<file path="src/rtl/alu_pkg.sv">
// alu_pkg: shared opcodes, FSM states and defaults for iter_alu
package alu_pkg;
    localparam int DEF_WIDTH = 64;
    localparam int DEF_OPW = 5;
    typedef enum logic [DEF_OPW-1:0] {
        OP_ADD = DEF_OPW'(0),
        OP_SUB = DEF_OPW'(1),
        OP_MUL = DEF_OPW'(2),
        OP_DIV = DEF_OPW'(3),
        OP_XOR = DEF_OPW'(4),
        OP_AND = DEF_OPW'(5),
        OP_OR  = DEF_OPW'(6),
        OP_REM = DEF_OPW'(7),
        OP_NOT = DEF_OPW'(8)
    } op_e;
    typedef enum logic [1:0] {S_IDLE, S_MUL_ITER, S_DIV_ITER, S_DONE} state_e;
    typedef enum logic {MD_MUL, MD_DIV} md_mode_e;
endpackage

</file>
<file path="src/rtl/iter_muldiv.sv">
// iter_muldiv: shared bit-serial engine, shift-add multiply and restoring divide
module iter_muldiv
    import alu_pkg::*;
#(
    parameter int WIDTH = DEF_WIDTH
) (
    input  logic             clk,
    input  logic             reset,
    input  logic             start,
    input  md_mode_e         mode,
    input  logic [WIDTH-1:0] a,
    input  logic [WIDTH-1:0] b,
    output logic             done,
    output logic [WIDTH-1:0] product,
    output logic [WIDTH-1:0] quotient,
    output logic [WIDTH-1:0] remainder
);
    localparam int CW = $clog2(WIDTH + 1);
    logic [CW-1:0] count;
    md_mode_e mode_q;
    logic [WIDTH-1:0] acc, sh, mc, acc_n, sh_n, mc_n;
    logic [WIDTH:0] rs, diff;
    // one iteration step: acc is accumulator/partial remainder, sh is multiplier/dividend-quotient, mc is multiplicand/divisor
    always_comb begin
        rs = {acc, sh[WIDTH-1]};
        diff = rs - {1'b0, mc};
        acc_n = mode_q == MD_MUL ? (sh[0] ? acc + mc : acc)
                                 : (diff[WIDTH] ? rs[WIDTH-1:0] : diff[WIDTH-1:0]);
        sh_n = mode_q == MD_MUL ? sh >> 1 : {sh[WIDTH-2:0], ~diff[WIDTH]};
        mc_n = mode_q == MD_MUL ? mc << 1 : mc;
    end
    assign done = count == CW'(1);
    assign product = acc_n;
    assign quotient = sh_n;
    assign remainder = acc_n;
    // load on start, then step once per edge until the counter drains
    always_ff @(posedge clk) begin
        if (reset) begin
            count <= '0;
            mode_q <= MD_MUL;
            acc <= '0;
            sh <= '0;
            mc <= '0;
        end else if (start) begin
            count <= CW'(WIDTH);
            mode_q <= mode;
            acc <= '0;
            sh <= mode == MD_MUL ? b : a;
            mc <= mode == MD_MUL ? a : b;
        end else if (count != '0) begin
            count <= count - 1'b1;
            acc <= acc_n;
            sh <= sh_n;
            mc <= mc_n;
        end
    end
endmodule

</file>
<file path="src/rtl/iter_alu.sv">
// iter_alu: handshaked ALU with single-cycle logic/add ops and iterative MUL/DIV/REM
module iter_alu
    import alu_pkg::*;
#(
    parameter int WIDTH = DEF_WIDTH,
    parameter int OPW = DEF_OPW
) (
    input  logic             clk,
    input  logic             reset,
    input  logic             in_valid,
    output logic             in_ready,
    input  logic [OPW-1:0]   opcode,
    input  logic [WIDTH-1:0] value1,
    input  logic [WIDTH-1:0] value2,
    output logic             out_valid,
    input  logic             out_ready,
    output logic [WIDTH-1:0] result
);
    state_e state, state_n;
    logic rem_q, rem_n, start, md_done, is_mul, is_div, is_rem, div0;
    md_mode_e mode;
    logic [WIDTH-1:0] sc, res_n, product, quotient, remainder;
    iter_muldiv #(.WIDTH(WIDTH)) u_md (
        .clk(clk),
        .reset(reset),
        .start(start),
        .mode(mode),
        .a(value1),
        .b(value2),
        .done(md_done),
        .product(product),
        .quotient(quotient),
        .remainder(remainder)
    );
    assign is_mul = opcode == OPW'(OP_MUL);
    assign is_div = opcode == OPW'(OP_DIV);
    assign is_rem = opcode == OPW'(OP_REM);
    assign div0 = value2 == '0;
    assign in_ready = state == S_IDLE;
    assign out_valid = state == S_DONE;
    // single-cycle result; DIV here only occurs for a zero divisor, REM and unknown opcodes pass value1
    always_comb begin
        sc = opcode == OPW'(OP_ADD) ? value1 + value2 :
             opcode == OPW'(OP_SUB) ? value1 - value2 :
             opcode == OPW'(OP_XOR) ? value1 ^ value2 :
             opcode == OPW'(OP_AND) ? value1 & value2 :
             opcode == OPW'(OP_OR)  ? value1 | value2 :
             opcode == OPW'(OP_NOT) ? ~value1 :
             is_div                 ? '1 : value1;
    end
    // next state, engine start and result update
    always_comb begin
        state_n = state;
        res_n = result;
        rem_n = rem_q;
        start = 1'b0;
        mode = MD_MUL;
        case (state)
            S_IDLE: if (in_valid) begin
                rem_n = is_rem;
                if (is_mul) begin
                    start = 1'b1;
                    state_n = S_MUL_ITER;
                end else if ((is_div || is_rem) && !div0) begin
                    start = 1'b1;
                    mode = MD_DIV;
                    state_n = S_DIV_ITER;
                end else begin
                    res_n = sc;
                    state_n = S_DONE;
                end
            end
            S_MUL_ITER: if (md_done) begin
                res_n = product;
                state_n = S_DONE;
            end
            S_DIV_ITER: if (md_done) begin
                res_n = rem_q ? remainder : quotient;
                state_n = S_DONE;
            end
            default: if (out_ready) state_n = S_IDLE;
        endcase
    end
    // state, captured REM flag and output register
    always_ff @(posedge clk) begin
        if (reset) begin
            state <= S_IDLE;
            rem_q <= 1'b0;
            result <= '0;
        end else begin
            state <= state_n;
            rem_q <= rem_n;
            result <= res_n;
        end
    end
endmodule

</file>
<file path="config.mk">
export PLATFORM = sky130hd
export DESIGN_NAME = iter_alu
export DESIGN_NICKNAME = d
export VERILOG_FILES = /design/src/rtl/alu_pkg.sv /design/src/rtl/iter_muldiv.sv /design/src/rtl/iter_alu.sv
export SDC_FILE = /design/constraint.sdc
export NUM_CORES = 2
export LEC_CHECK = 0
export BUFFER_PORTS_ARGS = -buffer_cell sky130_fd_sc_hd__buf_2
export CAP_MARGIN = 20
export CORE_ASPECT_RATIO = 1.1
export CORE_MARGIN = 2
export CORE_UTILIZATION = 58
export CTS_BUF_LIST = sky130_fd_sc_hd__clkbuf_16
export CTS_CLUSTER_SIZE = 20
export DETAILED_ROUTE_END_ITERATION = 6
export MAX_ROUTING_LAYER = met4
export PLACE_DENSITY = 0.89
export SYNTH_ARGS = -nofsm -noshare
export SYNTH_HDL_FRONTEND = slang
export SYNTH_SLANG_ARGS = --single-unit
</file>
<file path="constraint.sdc">
create_clock -name clk -period 3.7 [get_ports clk]
set_clock_uncertainty 0.1 [all_clocks]
set_input_delay 0.37 -clock clk [delete_from_list [all_inputs] [get_ports clk]]
set_output_delay 0.37 -clock clk [all_outputs]
set_load 0.02 [all_outputs]
</file>
==> out/qor.yml, run 1 <==
clocking:
  clockBufferDepth: 3
  htreeDepth: 1
  cts_inserted_buffers: 26
  root_buffer: "clkbuf_16"
  cts.sinks: 267
run_status:
  failed_stage: "global routing (5_1_grt)"
  error: "[ERROR GRT-0116] Global routing finished with congestion. Check the congestion regions in the DRC Viewer."
  outcome: "stopped before the end"
place:
  dpl.cell_count: 6782
  placed_area_mm2: 0.04371
  gp_congestion: 1.265
  hpwl_mm: 127.6
  io_buffers: 202
synthesis:
  syn_nets: 5649
  async_flop_share_pct: 0
  synth.avg_cell_area_um2: 6.873
  ys_ff_latch: 267
  synth_edf_count: 0
  syn_area_mm2: 0.03562
  synth.distinct_cells: 102
  yosysWarningCount: 0
  synthCells: 5183
  yosysSeqAreaShare_pct: 15.01
  yosys_most_used_dff: "dfxtp_1"
grt:
  grt_max_degree: 170
  grt_pass1_vias: 58341
  grt_pass1_wl_mm: 365.4
  grt_util_all_layers_pct: 78.34
  overflow: 12
floorplan:
  fp.dieH_um: 263.9
  rows: 95
  ios: 203
  initial_core_util_pct: 58.42
  die_w_um: 240.3
## through the flow
step	utilization [%]	setup slack (ps)	TNS, ps
2_1_floorplan	-	135.0	0
3_3_place_gp	71.69	-955.8	-45200
3_5_place_dp	71.69	-1035	-57580
4_1_cts	74.67	-4.356	-4.356
## synth_stat cells (all sizes together) (10+ instances only)
cell type / count / area, um2
a22oi: 22 / 195.2
nor3b: 10 / 75.07
nand2b: 37 / 231.5
o22ai: 25 / 156.4
and3: 29 / 181.4
nand2: 466 / 1749
o31a: 14 / 122.6
o21bai: 52 / 390.4
nor2: 554 / 2082
nand3: 72 / 360.4
o211ai: 50 / 380.4
xor2: 57 / 499.2
nor4: 77 / 488.0
o21ai: 325 / 1630
or2: 16 / 100.1
a2111oi: 17 / 200.2
a221oi: 40 / 350.3
nand4: 70 / 450.4
o31ai: 35 / 272.8
o21a: 21 / 157.7
a221o: 22 / 220.2
ha: 325 / 4066
a311oi: 10 / 93.84
a21boi: 16 / 120.1
dfxtp: 267 / 5345
mux2: 10 / 112.6
or3: 28 / 175.2
a21o: 85 / 638.1
nor3: 91 / 455.4
and2: 17 / 106.4
a211oi: 330 / 2492
buf: 96 / 485.5
xnor2: 110 / 963.4
clkbuf: 290 / 1092
a31oi: 42 / 262.8
inv: 310 / 1164
mux2i: 242 / 2422
a21oi: 675 / 3390
nor2b: 61 / 384.1
o221ai: 29 / 254.0
## cell families after synthesis
group / after synthesis / share of synthesized area [%]
multiplexers: 252 / 7.117
XOR/XNOR: 167 / 4.106
adder cells (fa/ha/maj): 329 / 11.64
AO/OA/AOI/OAI: 1911 / 34.52
flip-flops: 267 / 15.01
AND/OR/NAND/NOR: 1556 / 19.86
buffers and inverters: 701 / 7.749
## timing repair
action                     4_1_cts
setup endpoints to repair      126
setup buffers                   22
pin swaps                       46
resized for setup              156
hold buffers                     0
gates cloned                     3
hold endpoints to repair         0
## per-layer routing
| metal | overflow | global-route usage [%] |
|---|---|---|
| met5 | - | - |
| met4 | 3 | 70.64 |
| met3 | 9 | 72.73 |
| met2 | 0 | 88.49 |
| met1 | 0 | 76.37 |
==> run 2, diff against run 1 <==
==> config.mk (replaced) <==
export PLATFORM = sky130hd
export DESIGN_NAME = iter_alu
export DESIGN_NICKNAME = d
export VERILOG_FILES = /design/src/rtl/alu_pkg.sv /design/src/rtl/iter_muldiv.sv /design/src/rtl/iter_alu.sv
export SDC_FILE = /design/constraint.sdc
export NUM_CORES = 2
export LEC_CHECK = 0
export BUFFER_PORTS_ARGS = -buffer_cell sky130_fd_sc_hd__buf_2
export CAP_MARGIN = 20
export CORE_MARGIN = 2
export CORE_UTILIZATION = 40
export DETAILED_ROUTE_END_ITERATION = 6
export PLACE_DENSITY_LB_ADDON = 0.15
export SYNTH_ARGS = -nofsm -noshare
export SYNTH_HDL_FRONTEND = slang
export SYNTH_SLANG_ARGS = --single-unit
==> constraint.sdc (replaced) <==
create_clock -name clk -period 4.81 [get_ports clk]
set_clock_uncertainty 0.1 [all_clocks]
set_input_delay 0.481 -clock clk [delete_from_list [all_inputs] [get_ports clk]]
set_output_delay 0.481 -clock clk [all_outputs]
set_load 0.02 [all_outputs]
==> run 2 against run 1 <==
  * The flow now finishes without violations
  * Area after synthesis stayed put
  * Synthesized cell count stayed put
==> out/qor.yml, run 2 <==
min_path:
  hp-class: "input pin to register"
final_layout:
  final_cell_mix: "a21oi_1 (671), nor2_1 (547), nand2_1 (466), a211oi_1 (327), ha_1 (324)"
  area.growth.synth_to_final_pct: 11.56
  final_layout_size_suffix_gt1_share_pct: 11.16
  fin_nets: 5738
  fin_area_mm2: 0.03974
  fillers: 9410
  final_common_cell: "a21oi_1"
synthesis:
  synthTopCellsByArea: "dfxtp_1 (15%), ha_1 (11%), a21oi_1 (9.4%), a211oi_1 (6.9%), mux2i_1 (6.8%)"
  synth_compound_gate_area_share_pct: 34.52
  synth_commonest_cells: "a21oi_1 (672), nor2_1 (553), nand2_1 (466)"
  syn_nets: 5649
  netlist.area_leader.share_pct: 15.01
  synth.avg_cell_area_um2: 6.873
  synth.area.mux_share_pct: 7.117
  yosysWarningCount: 0
  yosys_most_used_dff: "dfxtp_1"
  synth_xor_xnor_area_share_pct: 4.106
  synth_edf_count: 0
  synthCells: 5183
  ys_ff_latch: 267
  synth_fa_ha_area_share_pct: 11.64
  synth.distinct_cells: 102
  syn_area_mm2: 0.03562
  yosysSeqAreaShare_pct: 15.01
  synthSimpleGateAreaFrac_pct: 19.86
  async_flop_share_pct: 0
  synth_top_family_by_area: "compound AO/OA/AOI/OAI gates"
  yosysMostFrequentCell: "a21oi_1"
  synth_top_cell_by_area: "dfxtp_1"
sta:
  maxSlewHeadroom_pct: 29.89
  setup_ws_ps: 392.4
  fin_crit_sh_pct: 91.84
  rsz0062_at_grt: "no"
  hold_viol_final: 0
  fmax_mhz: 226.4
  tightest_slew_ps: 1049
  setup-tns-final_ps: 0
  period_needed_ps: 4418
  final_max_slew_viol_count: 0
  finalSetupViolCount: 0
floorplan:
  core_mm2: 0.08837
  ios: 203
  rows: 109
  dieArea_mm2: 0.09145
  die_w_um: 302.4
  initial_core_util_pct: 40.31
  fp.dieH_um: 302.4
setup_path:
  worstPathCellList: "inv_1 -> ha_1 -> a21o_1 -> a211o_1 -> o21ai_0 -> o21ai_0 -> a21oi_1 -> o31a_1 -> nand2_1 -> a211oi_1 -> xnor2_1 -> a21oi_1 -> o31ai_1 -> a32o_1"
  cp_max_fo: 4
  end_kind: "register"
  required_ps: 5230
  max_stage_delay_ps: 570
  start_kind: "register"
  cp_slowest_cell: "o31ai_1"
  critPathArrivalTime_ps: 4840
  crit_type: "register to register"
place:
  dp_slack_ps: -49.43
  io_buffers: 202
  hpwl_mm: 136.5
  gp_congestion: 1.047
  placed_area_mm2: 0.03866
run_status:
  outcome: "completed"
grt:
  overflow: 0
  antenna_found_initial: 14
  grt_max_degree: 170
  grt_util_all_layers_pct: 36.01
  grt_pass1_wl_mm: 249.6
  grt_pass1_vias: 37040
clocking:
  clock_latency_ps: 600
  cts_resized: 0
  root_buffer: "clkbuf_16"
  clockBufferDepth: 3
  hold_buffers: 0
  cts.sinks: 267
  clk_transition_reported_paths_ps: 70
  cts_inserted_buffers: 30
  htreeDepth: 1
  cts_tree: "built"
  postCtsSetupBuffers: 0
detailed_routing:
  routed-via-count: 40989
  routedWlPerCell_um: 26.57
  drt-total-wl_mm: 171.9
  drtIter0Drc: 4965
  drcViolationCount: 0
  vias_per_cell: 6.337
  first_pass_iters: 6
  ant_nets: 0
power:
  p_leak_nw: 16.37
  powerDensity_mw_per_mm2: 529.1
  power.total_mw: 21.03
  ir_worst_vdd_uv: 595.0
run:
  cap_viol_max_count: 0
run 2: layout make-up:
cell class                      count  area, um2  share of cell area (%)
Multi-Input combinational cell   4215      27630                   69.52
Sequential cell                   267       5353                   13.47
Tap cell                         1165       1458                   3.668
Inverter                          315       1182                   2.975
Antenna cell                        7      17.52                 0.04408
Timing Repair Buffer              443       3057                   7.692
Clock buffer                       41      873.3                   2.198
Clock inverter                     15      171.4                  0.4313
run 2: logic make-up (layout without fill, tap and decap cells):
kind of cell | count (synthesis) | count (layout)
adder cells (fa/ha/maj) | 329 | 329
AO/OA/AOI/OAI | 1911 | 1911
buffers and inverters | 701 | 814
other | 0 | 7
multiplexers | 252 | 252
AND/OR/NAND/NOR | 1556 | 1556
XOR/XNOR | 167 | 167
flip-flops | 267 | 267
run 2: worst max-delay path, delay by kind of cell (launching register included):
family                     cells  cell delay (ps)
buffers and inverters          1               60
and+or+nand+nor                1              140
adders and majority gates      1              350
xor gates and xnor gates       1              170
AOI/OAI and AO/OA             10             3150
DFF                            1              380
run 2: per-stage QoR:
stage | std cells | utilization (%) | hold WS (ps)
2_1_floorplan | 5183 | - | 344.6
3_3_place_gp | 6403 | 43.75 | 331.0
3_5_place_dp | 6403 | 43.75 | 339.8
4_1_cts | 6459 | 44.93 | 201.6
5_1_grt | 6466 | 44.96 | 246.2
6_report | 6468 | 44.97 | 229.3
run 2: final timing paths:
| kind | startpoint | to | slack [ps] | cells after the start |
|---|---|---|---|---|
| worst max-delay path | u_md.mc[4] | result[55] | 390 | 14 |
| worst min-delay path | value2[59] | u_md.sh[59] | 230 | 3 |
| worst min register to register | result[17] | result[17] | 350 | 1 |
| worst max register to register | u_md.mc[4] | result[55] | 390 | 14 |
run 2: routing by layer:
metal  track usage [%]  vias up  routed length (um)
li1                  -    19121                   -
met1             53.46    19518               78410
met2             50.54     2051               68230
met3             8.342      291               18980
met4             11.55        8                6171
met5                 0        -                  51
run 2: report_power, final:
group	switching [mW]	internal (mW)
logic	9.94	5.39
registers	0.578	2.63
clock network	1.05	1.44
Power figures use the tool's default switching activity.
